$ cat config.mk
export PLATFORM = sky130hd
export DESIGN_NAME = serial_frame_sequencer_flat
export DESIGN_NICKNAME = d
export VERILOG_FILES = /design/src/rtl/serial_frame_sequencer_if.sv /design/src/rtl/serial_frame_sequencer.sv /design/src/flat_wrapper.sv
export SDC_FILE = /design/constraint.sdc
export NUM_CORES = 1
export LEC_CHECK = 0
export CORE_ASPECT_RATIO = 1.1
export CORE_MARGIN = 2
export CORE_UTILIZATION = 60
export DETAILED_ROUTE_END_ITERATION = 10
export GPL_TIMING_DRIVEN = 1
export PLACE_DENSITY = 0.81
export SETUP_SLACK_MARGIN = 0.05
export SYNTH_ARGS = -nofsm -noshare
export SYNTH_HDL_FRONTEND = slang
export SYNTH_SLANG_ARGS = --single-unit
$ cat constraint.sdc
create_clock -name clk -period 3.3 [get_ports clk]
set_input_delay 0.99 -clock clk [delete_from_list [all_inputs] [get_ports clk]]
set_output_delay 0.99 -clock clk [all_outputs]
set_load 0.01 [all_outputs]
$ cat src/rtl/serial_frame_sequencer_if.sv
// Bundle of the serial-line inputs and the byte/verdict outputs of the
// frame sequencer. The line-side driver uses master; the sequencer uses slave.
interface serial_frame_sequencer_if;
    logic       bit_en;
    logic       bit_in;
    logic       abort;
    logic [7:0] byte_out;
    logic       byte_valid;
    logic       multicast;
    logic       busy;
    logic       frame_ok;
    logic       frame_err;
    logic [1:0] err_code;
    logic       addr_miss;

    modport master (
        output bit_en, bit_in, abort,
        input  byte_out, byte_valid, multicast, busy,
        input  frame_ok, frame_err, err_code, addr_miss
    );

    modport slave (
        input  bit_en, bit_in, abort,
        output byte_out, byte_valid, multicast, busy,
        output frame_ok, frame_err, err_code, addr_miss
    );
endinterface

$ cat src/rtl/serial_frame_sequencer.sv
// Bit-serial frame receiver: hunts for the start delimiter, then walks the
// address, length, payload and checksum fields. Payload bytes of accepted
// frames are strobed out; the frame verdict is reported as one-cycle pulses.
// Every output is a flop; a byte's results appear the cycle after its 8th bit.
module serial_frame_sequencer #(
    parameter logic [7:0] MY_ADDR = 8'h1E,
    parameter int unsigned MAX_LEN = 16,
    parameter logic [7:0] SFD     = 8'hD5
) (
    input  logic                     clk,
    input  logic                     rst,
    serial_frame_sequencer_if.slave  bus
);

    typedef enum logic [2:0] {
        ST_HUNT = 3'd0,
        ST_ADDR = 3'd1,
        ST_LEN  = 3'd2,
        ST_DATA = 3'd3,
        ST_CHK  = 3'd4
    } state_t;

    localparam logic [7:0] MAX_LEN_B = 8'(MAX_LEN);

    // Running frame checksum: XOR accumulation of one more byte.
    function automatic logic [7:0] chk_fold(input logic [7:0] acc, input logic [7:0] data);
        return acc ^ data;
    endfunction

    state_t     state_q, state_d;
    logic [7:0] window_q, window_d;
    logic [7:0] shift_q, shift_d;
    logic [2:0] bit_cnt_q, bit_cnt_d;
    logic [7:0] chk_q, chk_d;
    logic [7:0] remain_q, remain_d;
    logic       skip_q, skip_d;

    logic [7:0] byte_out_q, byte_out_d;
    logic       byte_valid_q, byte_valid_d;
    logic       multicast_q, multicast_d;
    logic       busy_q, busy_d;
    logic       frame_ok_q, frame_ok_d;
    logic       frame_err_q, frame_err_d;
    logic [1:0] err_code_q, err_code_d;
    logic       addr_miss_q, addr_miss_d;

    logic [7:0] win_s;
    logic [7:0] byte_s;
    logic       byte_done_s;

    assign win_s       = {window_q[6:0], bus.bit_in};
    assign byte_s      = {shift_q[6:0], bus.bit_in};
    assign byte_done_s = (bit_cnt_q == 3'd7);

    // Next-state, datapath and output computation for one clock.
    always_comb begin
        state_d      = state_q;
        window_d     = window_q;
        shift_d      = shift_q;
        bit_cnt_d    = bit_cnt_q;
        chk_d        = chk_q;
        remain_d     = remain_q;
        skip_d       = skip_q;
        byte_out_d   = byte_out_q;
        byte_valid_d = 1'b0;
        multicast_d  = multicast_q;
        frame_ok_d   = 1'b0;
        frame_err_d  = 1'b0;
        err_code_d   = err_code_q;
        addr_miss_d  = 1'b0;

        if (bus.abort && (state_q != ST_HUNT)) begin
            // Abort wins over a coincident bit; that bit is dropped.
            state_d   = ST_HUNT;
            window_d  = 8'h00;
            bit_cnt_d = 3'd0;
            if (!skip_q) begin
                frame_err_d = 1'b1;
                err_code_d  = 2'b11;
            end else begin
                frame_err_d = 1'b0;
            end
        end else if (bus.bit_en && !bus.abort) begin
            if (state_q == ST_HUNT) begin
                window_d = win_s;
            end else begin
                shift_d   = byte_s;
                bit_cnt_d = bit_cnt_q + 3'd1;
            end

            case (state_q)
                ST_HUNT: begin
                    if (win_s == SFD) begin
                        state_d     = ST_ADDR;
                        bit_cnt_d   = 3'd0;
                        chk_d       = 8'h00;
                        skip_d      = 1'b0;
                        multicast_d = 1'b0;
                        shift_d     = 8'h00;
                    end else begin
                        state_d = ST_HUNT;
                    end
                end
                ST_ADDR: begin
                    if (byte_done_s) begin
                        chk_d   = chk_fold(chk_q, byte_s);
                        state_d = ST_LEN;
                        if (byte_s[7]) begin
                            multicast_d = 1'b1;
                        end else if (byte_s == MY_ADDR) begin
                            multicast_d = 1'b0;
                        end else begin
                            addr_miss_d = 1'b1;
                            skip_d      = 1'b1;
                        end
                    end else begin
                        state_d = ST_ADDR;
                    end
                end
                ST_LEN: begin
                    if (byte_done_s) begin
                        chk_d = chk_fold(chk_q, byte_s);
                        if ((byte_s == 8'h00) || (byte_s > MAX_LEN_B)) begin
                            state_d  = ST_HUNT;
                            window_d = 8'h00;
                            if (!skip_q) begin
                                frame_err_d = 1'b1;
                                err_code_d  = 2'b01;
                            end else begin
                                frame_err_d = 1'b0;
                            end
                        end else begin
                            remain_d = byte_s;
                            state_d  = ST_DATA;
                        end
                    end else begin
                        state_d = ST_LEN;
                    end
                end
                ST_DATA: begin
                    if (byte_done_s) begin
                        chk_d    = chk_fold(chk_q, byte_s);
                        remain_d = remain_q - 8'd1;
                        if (!skip_q) begin
                            byte_out_d   = byte_s;
                            byte_valid_d = 1'b1;
                        end else begin
                            byte_valid_d = 1'b0;
                        end
                        if (remain_q == 8'd1) begin
                            state_d = ST_CHK;
                        end else begin
                            state_d = ST_DATA;
                        end
                    end else begin
                        state_d = ST_DATA;
                    end
                end
                ST_CHK: begin
                    if (byte_done_s) begin
                        state_d  = ST_HUNT;
                        window_d = 8'h00;
                        if (skip_q) begin
                            frame_ok_d = 1'b0;
                        end else if (byte_s == chk_q) begin
                            frame_ok_d = 1'b1;
                        end else begin
                            frame_err_d = 1'b1;
                            err_code_d  = 2'b10;
                        end
                    end else begin
                        state_d = ST_CHK;
                    end
                end
                default: begin
                    state_d   = ST_HUNT;
                    window_d  = 8'h00;
                    bit_cnt_d = 3'd0;
                end
            endcase
        end else begin
            state_d = state_q;
        end

        busy_d = (state_d != ST_HUNT);
    end

    // State, datapath and output registers; async reset returns to HUNT silently.
    always_ff @(posedge clk or posedge rst) begin
        if (rst) begin
            state_q      <= ST_HUNT;
            window_q     <= 8'h00;
            shift_q      <= 8'h00;
            bit_cnt_q    <= 3'd0;
            chk_q        <= 8'h00;
            remain_q     <= 8'h00;
            skip_q       <= 1'b0;
            byte_out_q   <= 8'h00;
            byte_valid_q <= 1'b0;
            multicast_q  <= 1'b0;
            busy_q       <= 1'b0;
            frame_ok_q   <= 1'b0;
            frame_err_q  <= 1'b0;
            err_code_q   <= 2'b00;
            addr_miss_q  <= 1'b0;
        end else begin
            state_q      <= state_d;
            window_q     <= window_d;
            shift_q      <= shift_d;
            bit_cnt_q    <= bit_cnt_d;
            chk_q        <= chk_d;
            remain_q     <= remain_d;
            skip_q       <= skip_d;
            byte_out_q   <= byte_out_d;
            byte_valid_q <= byte_valid_d;
            multicast_q  <= multicast_d;
            busy_q       <= busy_d;
            frame_ok_q   <= frame_ok_d;
            frame_err_q  <= frame_err_d;
            err_code_q   <= err_code_d;
            addr_miss_q  <= addr_miss_d;
        end
    end

    assign bus.byte_out   = byte_out_q;
    assign bus.byte_valid = byte_valid_q;
    assign bus.multicast  = multicast_q;
    assign bus.busy       = busy_q;
    assign bus.frame_ok   = frame_ok_q;
    assign bus.frame_err  = frame_err_q;
    assign bus.err_code   = err_code_q;
    assign bus.addr_miss  = addr_miss_q;

endmodule

$ cat src/flat_wrapper.sv
// flat-port wrapper written by rule: the top's interface ports become plain ports
module serial_frame_sequencer_flat 
#(
    parameter logic [7:0] MY_ADDR = 8'h1E,
    parameter int unsigned MAX_LEN = 16,
    parameter logic [7:0] SFD     = 8'hD5
)
  (clk, rst, bus_bit_en, bus_bit_in, bus_abort, bus_byte_out, bus_byte_valid, bus_multicast, bus_busy, bus_frame_ok, bus_frame_err, bus_err_code, bus_addr_miss);
  serial_frame_sequencer_if bus_i ();
  input  logic clk;
  input  logic rst;
  input wire logic [$bits(bus_i.bit_en)-1:0] bus_bit_en;
  input wire logic [$bits(bus_i.bit_in)-1:0] bus_bit_in;
  input wire logic [$bits(bus_i.abort)-1:0] bus_abort;
  output wire logic [$bits(bus_i.byte_out)-1:0] bus_byte_out;
  output wire logic [$bits(bus_i.byte_valid)-1:0] bus_byte_valid;
  output wire logic [$bits(bus_i.multicast)-1:0] bus_multicast;
  output wire logic [$bits(bus_i.busy)-1:0] bus_busy;
  output wire logic [$bits(bus_i.frame_ok)-1:0] bus_frame_ok;
  output wire logic [$bits(bus_i.frame_err)-1:0] bus_frame_err;
  output wire logic [$bits(bus_i.err_code)-1:0] bus_err_code;
  output wire logic [$bits(bus_i.addr_miss)-1:0] bus_addr_miss;
  assign bus_i.bit_en = bus_bit_en;
  assign bus_i.bit_in = bus_bit_in;
  assign bus_i.abort = bus_abort;
  assign bus_byte_out = bus_i.byte_out;
  assign bus_byte_valid = bus_i.byte_valid;
  assign bus_multicast = bus_i.multicast;
  assign bus_busy = bus_i.busy;
  assign bus_frame_ok = bus_i.frame_ok;
  assign bus_frame_err = bus_i.frame_err;
  assign bus_err_code = bus_i.err_code;
  assign bus_addr_miss = bus_i.addr_miss;
  serial_frame_sequencer #(.MY_ADDR(MY_ADDR), .MAX_LEN(MAX_LEN), .SFD(SFD)) u_core (.clk(clk), .rst(rst), .bus(bus_i));
endmodule
==> impl_results.md, run 1 <==
* Clock network latency to the later pin of the worst-skew pair at 310 ps
* Vias at 2237
* # setup viols final at 0
* Nets at 309
* Clock root buffer: clkbuf_8
* Commonest non-fill, non-tap cell in the layout: dfrtp_1
* Worst R2R Setup Slack at 1000 ps
* Slowest stage delay, CP at 640 ps
* Violation count after the first detailed-route iteration at 200
* CTS Buf Count at 5
* Setup TNS at 0 ps
* Hold_sp: u_core.bus.byte_out[5]$_DFFE_PP0P_
* YS warnings at 0
* # port buffers at 20
* H-tree depth at 2
* DRC at 0
* Sequential area share after synthesis at 0.466
* Worst EP required at 3510 ps
* Final design utilization at 0.686
* CP max FO at 7
* Fmax achieved at 0.366 GHz
* Worst clock skew at 9.20 ps
* Power per cell area at 392 nW/um^2
* CTS max path bufs at 2
* Total GRT Usage at 0.238
* Most frequent cells in the layout: 53 x dfrtp_1, 30 x nor2_1, 26 x o21ai_0, 23 x nand2b_1, 20 x clkdlybuf4s50_1
* Worst R2R Path Depth at 6
* CP endpoint kind: flop
* # diodes at 0
* Die width at 69.6 microns
* Post-synth top area cell: dfrtp_1
* Final ANT Viol Nets at 0
* Design area at 3170 sq um
* Synthesized net count at 294
* Cell Area, Placed at 3070 sq um
* EDFF count, synth at 0
* Top cell type's share of synthesized area at 0.466
* Sequential Area at 1330 sq um
* Final number of max-transition violations at 0
* Fin crit period at 2730 ps
* Vias in the first global route at 2145
* Fin crit share at 0.828
* Total die area at 5310 sq um
* Routed WL per cell at 16.9 microns
* Top post-synthesis cells by area: dfrtp_1 47%, nand2b_1 5.1%, o21ai_0 4.6%
* Initial antenna violation count at 0
* Main synth FF type: dfrtp_1
* Post-cts sizing count at 0
* Hold buffers post-CTS at 0
* Critical Path Start: bus_bit_in
* Die height at 76.2 microns
* Cells after Synth at 285
* Yosys cell types at 59
* Flops & latches, synth at 53
* Drt total wl at 6040 microns
* Largest net degree at the start of global routing at 54
* Crit path DAT at 2940 ps
* Routability cong. at 0.797
* Clk slew on worst S/H paths at 100 ps
* # clock sinks at 53
* Setup crit start kind: input pin
* Fillers at 352
* Share of layout cells above drive strength 1 at 0.120
* Critical Path End: u_core.bus.err_code[0]$_DFFE_PP0P_
* Core area at 4620 sq um
* Cells along the critical path: clkdlybuf4s50_1 > or2b_1 > o2111ai_1 > or4_4 > nor4b_4 > o31a_1
* Via density at 6.27
* Peak VDD IR at 0.278 mV
* RSZ-0062 raised after global routing: no
* Leakage power at 1.40 nW
* Cell area after synthesis at 2840 sq um
* Async SR Flop Fraction at 1.00
* Postcts setup bufs at 0
* Initial Util at 0.616
* Grt total ovfl at 0
* Slew @ Worst Pin at 674 ps
* # rows at 26
* Critical path's slowest cell: clkdlybuf4s50_1
* First-pass GRT wire length at 10200 microns
* Syn-to-layout area delta at 11.4%
* Worst min-delay path class: flop to flop
* TritonCTS clock tree: yes
* CP Class: input pin to flop
* I/O pin count at 21
* Syn avg cell area at 9.98 sq um
* Slew HR at 0.551
* HPWL Detailed at 4120 microns
* Reg-to-reg endpoint: u_core.bus.byte_out[0]$_DFFE_PP0P_
* Max cap viols at 0
* Hold Vio Cnt, Final at 0
* Reg-to-Reg Start: u_core.bit_cnt_q[0]$_DFFE_PP0P_
* Multi-input gate area at 1370 sq um
* Pre-antenna DRT Iters at 5
* Status: complete, no violations
==> per-layer routing <==
layer	up-vias	global-route usage	part of all wire
met5	-	0	0
met4	0	0.0827	0.017
met3	10	0.0503	0.043
met2	59	0.393	0.50
met1	1110	0.314	0.44
li1	1058	-	-
==> kinds of logic (layout without fill, tap and decap cells) <==
kind of cell,Yosys count,count (layout),share of synthesized area
simple gates,103,103,0.218
compound gates,81,81,0.194
flops,53,53,0.466
buf+inv,30,46,0.0506
mux,12,12,0.0466
fa+ha+maj,4,4,0.0176
xor+xnor,2,2,0.00616
==> critical path, delay by kind of cell <==
family / cells / cell delay (ps)
buf+inv: 1 / 640
compound gates: 2 / 410
simple gates: 3 / 890
==> synthesized netlist by cell type (all sizes together) (5+ instances only) <==
library cell / number
clkbuf: 5
nand2: 10
a21oi: 13
dfrtp: 53
o21ai: 28
inv: 10
a22o: 9
buf: 15
nor4: 5
nand2b: 23
a32o: 6
mux2: 10
nor2: 30
==> final cells by class <==
cell class | count | share of cell area
Clock buffer | 6 | 0.0261
Clock inverter | 2 | 0.00514
Inverter | 10 | 0.0119
Multi-Input combinational cell | 202 | 0.434
Sequential cell | 53 | 0.419
Tap cell | 56 | 0.0221
Timing Repair Buffer | 28 | 0.0822
==> sequential cells by signal, indices dropped and copies added, names as in the netlist <==
register	flops
u_core.bus.frame_ok	1
u_core.state_q	3
u_core.bus.err_code	2
u_core.bit_cnt_q	3
u_core.remain_q	8
u_core.bus.byte_out	8
u_core.bus.multicast	1
u_core.chk_q	8
u_core.shift_q	7
u_core.bus.frame_err	1
u_core.window_q	7
u_core.bus.busy	1
u_core.bus.byte_valid	1
u_core.skip_q	1
u_core.bus.addr_miss	1
==> how the worst min path moves through the flow <==
stage / to / cells after the start
floorplan: u_core.remain_q[1]$_DFFE_PP0P_ / 2
CTS: u_core.bus.byte_out[1]$_DFFE_PP0P_ / 1
finish: u_core.bus.byte_out[5]$_DFFE_PP0P_ / 1
global placement: u_core.remain_q[1]$_DFFE_PP0P_ / 2
global route: u_core.bit_cnt_q[1]$_DFFE_PP0P_ / 1
detailed placement: u_core.bus.byte_out[1]$_DFFE_PP0P_ / 1
==> power by group <==
part / leakage, nW / internal [W] / switching [W]
Combinational: 0.645 / 0.0000657 / 0.0000544
Sequential: 0.707 / 0.000688 / 0.0000370
Clock: 0.0478 / 0.000173 / 0.000222
==> per-stage QoR <==
step,power (W),std cells,hold slack [ps],worst slack [ps]
2_1_floorplan,0.000820,285,463,931
3_3_place_gp,0.000850,349,483,275
3_5_place_dp,0.000857,349,492,225
4_1_cts,0.00125,357,515,562
5_1_grt,0.00129,357,537,445
6_report,0.00124,357,511,566
Power figures use the tool's default switching activity.
==> inputs of run 2 (changes only) <==
Settings changed: CORE_UTILIZATION 60 to 53, PLACE_DENSITY 0.81 to 0.76.
Clock period 3.3 ns to 2.4 ns, I/O delays scaled along.
==> run 2 against run 1 <==
Net effect:
- flip-flop and latch count stayed put
- via count is 2.2% higher
- hold slack hardly changed
- routed wire length is 1.3% higher
- sequential share of layout area is 1.7 points lower
- sequential power is 38% higher
- largest power group unchanged
==> impl_results.md, run 2 (same netlist as run 1, synthesis figures left out) <==
* Status: complete, no violations
* CP Class: input pin to flop
* Net Switching at 0.000443 W
* Vias at 2287
* First-pass GRT wire length at 10300 microns
* Fmax achieved at 0.466 GHz
* Worst R2R Path Depth at 6
* Die height at 80.8 microns
* Nets at 323
* Vias in the first global route at 2176
* Final ANT Viol Nets at 0
* CTS Buf Count at 5
* # diodes at 0
* Gate power share at 0.103
* Postcts setup bufs at 0
* Hold buffers post-CTS at 0
* Most frequent cells in the layout: 53 x dfrtp_1, 30 x nor2_1, 26 x o21ai_0, 23 x nand2b_1, 21 x buf_4
* Worst Hold End: u_core.bus.byte_out[5]$_DFFE_PP0P_
* Initial Util at 0.558
* CTS max path bufs at 2
* Total GRT Usage at 0.229
* Violation count after the first detailed-route iteration at 169
* TritonCTS clock tree: yes
* Fin crit period at 2150 ps
* Via density at 5.91
* Clk slew on worst S/H paths at 100 ps
* Final number of max-transition violations at 0
* Clock root buffer: clkbuf_8
* DRC at 0
* Fillers at 417
* Syn-to-layout area delta at 16.1%
* Reg-to-reg endpoint: u_core.bus.byte_out[7]$_DFFE_PP0P_
* Post-cts sizing count at 0
* Tot Pwr at 0.00170 W
* Max cap viols at 0
* Drt total wl at 6120 microns
* Worst clock skew at 8.94 ps
* Crit path DAT at 2360 ps
* Power per cell area at 514 nW/um^2
* Cell Area, Placed at 3210 sq um
* Internal power at 0.00126 W
* Hold Path Depth at 1
* CP max FO at 9
* Worst EP required at 2610 ps
* Sequential Power Share at 0.588
* RSZ-0062 raised after global routing: no
* Clk pwr share at 0.309
* Routability cong. at 0.866
* Initial antenna violation count at 0
* HPWL Detailed at 4400 microns
* Leakage power at 1.48 nW
* CP endpoint kind: flop
* # setup viols final at 0
* Slew HR at 0.690
* H-tree depth at 2
* Fin crit share at 0.895
* I/O pin count at 21
* Design area at 3300 sq um
* Peak VDD IR at 0.391 mV
* Slew @ Worst Pin at 462 ps
* Total die area at 5970 sq um
* Grt total ovfl at 0
* Worst R2R Setup Slack at 290 ps
* Pre-antenna DRT Iters at 4
* Largest net degree at the start of global routing at 54
* Hold_sp: u_core.bus.byte_out[5]$_DFFE_PP0P_
* Sw Ratio at 0.261
* Reg-to-Reg Start: u_core.bit_cnt_q[0]$_DFFE_PP0P_
* # clock sinks at 53
* Die width at 73.8 microns
* # rows at 27
* # port buffers at 20
* Clock network latency to the later pin of the worst-skew pair at 320 ps
* Setup crit start kind: input pin
* Worst min-delay path class: flop to flop
* Routed WL per cell at 15.8 microns
* Hold Vio Cnt, Final at 0
* Share of layout cells above drive strength 1 at 0.162
* Final design utilization at 0.647
* Commonest non-fill, non-tap cell in the layout: dfrtp_1
* Core area at 5100 sq um
==> run 2: cell count changes in the layout (fill, tap and decap cells not counted), sizes merged <==
| cell | change |
|---|---|
| clkinv | +1 |
| buf | +14 |
| clkbuf | -1 |
| clkdlybuf4s50 | -1 |
| dlymetal6s2s | +1 |
==> run 2: cell type report <==
class                           instances  area (sq um)  area share
Clock buffer                            5          68.8      0.0208
Clock inverter                          3          25.0     0.00758
Inverter                               10          37.5      0.0114
Multi-Input combinational cell        202          1370       0.416
Sequential cell                        53          1330       0.402
Tap cell                               72          90.1      0.0273
Timing Repair Buffer                   42           380       0.115
==> run 2: metal layers <==
metal	part of all wire	up-vias	routed length (microns)	GRT usage
li1	-	1087	-	-
met1	0.44	1123	2690	0.297
met2	0.50	63	3030	0.378
met3	0.045	14	274	0.0459
met4	0.019	0	119	0.0818
met5	0	-	0	0
==> run 2: how the worst max path moves through the flow <==
stage                                    endpoint                       startpoint  cells after the start  slack (ps)
3_5_place_dp   u_core.bus.err_code[0]$_DFFE_PP0P_                       bus_bit_in                      6        -290
2_1_floorplan  u_core.bus.err_code[0]$_DFFE_PP0P_                       bus_bit_in                      6         300
4_1_cts        u_core.bus.err_code[0]$_DFFE_PP0P_                       bus_bit_in                      6          60
5_1_grt        u_core.bus.byte_out[4]$_DFFE_PP0P_  u_core.bit_cnt_q[0]$_DFFE_PP0P_                      6         120
3_3_place_gp   u_core.bus.err_code[0]$_DFFE_PP0P_                       bus_bit_in                      6        -270
6_report       u_core.bus.byte_out[7]$_DFFE_PP0P_                       bus_bit_en                      5         250
==> run 2: power groups by stage <==
stage	clock, W	sequential (W)	combinational (W)
final	0.000525	0.000998	0.000175
after global routing	0.000572	0.00100	0.000197
after CTS	0.000537	0.000998	0.000177
after detailed placement	0	0.00102	0.000176
after global placement	0	0.00101	0.000171
after floorplan	0	0.000995	0.000132
==> run 2: critical path, cell delays in order <==
cell,delay (ps)
clkdlybuf4s50_1,550
and3b_1,270
nand2b_1,90
or2_2,410
mux2_2,310
==> run 2: through the flow <==
step / hold WS (ps) / instances / setup WS, ps / setup TNS [ps]
2_1_floorplan: 463 / 285 / 301 / 0
3_3_place_gp: 487 / 379 / -266 / -5790
3_5_place_dp: 493 / 379 / -290 / -7110
4_1_cts: 517 / 387 / 56.2 / 0
5_1_grt: 526 / 387 / 124 / 0
6_report: 511 / 387 / 252 / 0
==> inputs of run 3 (changes only) <==
Settings changed: CAP_MARGIN set to 20, TNS_END_PERCENT set to 1.
==> run 3 against run 2 <==
Net effect:
- core utilization unchanged
- critical path type is now flop to flop
- global-route usage unchanged
- register-to-register slack worse by 110 ps
- critical endpoint unchanged
- clock skew unchanged
- largest power group unchanged
- critical path depth is 1 higher
==> impl_results.md, run 3 (same netlist as run 1, synthesis figures left out) <==
* DRC at 0
* Violation count after the first detailed-route iteration at 169
* Core area at 5100 sq um
* Fin crit period at 2220 ps
* # rows at 27
* Die width at 73.8 microns
* Total die area at 5970 sq um
* Setup crit start kind: flop
* Clock root buffer: clkbuf_8
* Worst EP required at 2610 ps
* Final std cells w/o fill at 387
* Share of layout cells above drive strength 1 at 0.159
* Hold Vio Cnt, Final at 0
* Peak VDD IR at 0.391 mV
* Initial antenna violation count at 0
* Fmax achieved at 0.451 GHz
* # clock sinks at 53
* Final design utilization at 0.647
* Cells along the critical path: ha_1 > ha_1 > and3b_1 > nand2b_1 > or2_1 > mux2_2
* Final number of max-transition violations at 0
* CP max FO at 9
* Initial Util at 0.558
* Fin crit share at 0.924
* CTS max path bufs at 2
* Slowest stage delay, CP at 420 ps
* Routability cong. at 0.866
* CTS Buf Count at 5
* Power per cell area at 514 nW/um^2
* Most frequent cells in the layout: 53 x dfrtp_1, 30 x nor2_1, 26 x o21ai_0, 23 x nand2b_1, 21 x buf_4
* Vias in the first global route at 2176
* Leakage power at 1.48 nW
* Total GRT Usage at 0.229
* Drt total wl at 6120 microns
* # diodes at 0
* Via density at 5.91
* Final ANT Viol Nets at 0
* Crit path DAT at 2430 ps
* HPWL Detailed at 4400 microns
* Vias at 2287
* Placed cells at 379
* Tot Pwr at 0.00170 W
* CP endpoint kind: flop
* Critical path's slowest cell: or2_1
* Nets at 323
* Pre-antenna DRT Iters at 4
* Hold buffers post-CTS at 0
* Hold Path Depth at 1
* Worst min-delay path class: flop to flop
* Worst setup margin at 183 ps
* Status: complete, no violations
* CP Class: flop to flop
* Clk slew on worst S/H paths at 100 ps
* Largest net degree at the start of global routing at 54
* H-tree depth at 2
* Setup TNS at 0 ps
* TritonCTS clock tree: yes
* Most common cell on crit path: ha_1
* Routed WL per cell at 15.8 microns
* First-pass GRT wire length at 10300 microns
* Slew @ Worst Pin at 500 ps
* Grt total ovfl at 0
* Worst R2R Path Depth at 6
* Slew HR at 0.667
* RSZ-0062 raised after global routing: yes
* Syn-to-layout area delta at 16.1%
* Max cap viols at 0
* # port buffers at 20
* I/O pin count at 21
* Clock network latency to the later pin of the worst-skew pair at 320 ps
* # setup viols final at 0
* Die height at 80.8 microns
* Commonest non-fill, non-tap cell in the layout: dfrtp_1
* Pre-CTS setup slack at -290 ps
* Worst clock skew at 8.94 ps
[run 3: changes by cell type in the layout (fill, tap and decap cells not counted)]
cell   change
or2_1      +1
or2_2      -1
[run 3: path summary, 6_finish.rpt]
kind / start / to / slack (ps)
max in group asynchronous: rst / u_core.bus.busy$_DFF_PP0_ / 1410
min in group asynchronous: rst / u_core.bus.byte_out[4]$_DFFE_PP0P_ / 760
worst min register to register: u_core.bus.byte_out[5]$_DFFE_PP0P_ / u_core.bus.byte_out[5]$_DFFE_PP0P_ / 510
worst max register to register: u_core.bit_cnt_q[0]$_DFFE_PP0P_ / u_core.bus.byte_out[7]$_DFFE_PP0P_ / 180
worst max-delay path: u_core.bit_cnt_q[0]$_DFFE_PP0P_ / u_core.bus.byte_out[7]$_DFFE_PP0P_ / 180
worst min-delay path: u_core.bus.byte_out[5]$_DFFE_PP0P_ / u_core.bus.byte_out[5]$_DFFE_PP0P_ / 510
[run 3: power breakdown]
part	internal, W	switching, W
Clock	0.000211	0.000314
Sequential	0.000945	0.0000524
Combinational	0.0000988	0.0000767
[run 3: what timing repair did]
item                                    in CTS  in global routing
hold endpoints to repair                     0                  0
endpoints found under the setup margin       0                 21
setup buffers                                0                  0
resized for setup                            0                  1
[run 3: cell type report]
cell class,count,area [sq um]
Fill cell,417,1800
Clock buffer,5,68.8
Sequential cell,53,1330
Clock inverter,3,25.0
Multi-Input combinational cell,202,1370
Tap cell,72,90.1
Inverter,10,37.5
Timing Repair Buffer,42,380
[run 3: through the flow]
step	instance area, sq um	hold slack (ps)
floorplan	2840	463
global placement	3210	487
detailed placement	3210	493
CTS	3300	517
global route	3300	525
finish	3300	511
[run 3: layer usage]
metal  vias to the layer above  global-route usage  wire length, microns  share of wire
li1                       1087                   -                     -              -
met1                      1121               0.297                  2700           0.44
met2                        65               0.378                  3030           0.50
met3                        14              0.0459                   276          0.045
met4                         0              0.0818                   119          0.019
met5                         -                   0                     0              0
[run 3: worst max-delay path: cells and delay by family, from the launching register on]
| family | cells | cell delay, ps |
|---|---|---|
| muxes | 1 | 390 |
| and+or+nand+nor | 3 | 790 |
| adders and majority gates | 2 | 520 |
| DFF | 1 | 400 |
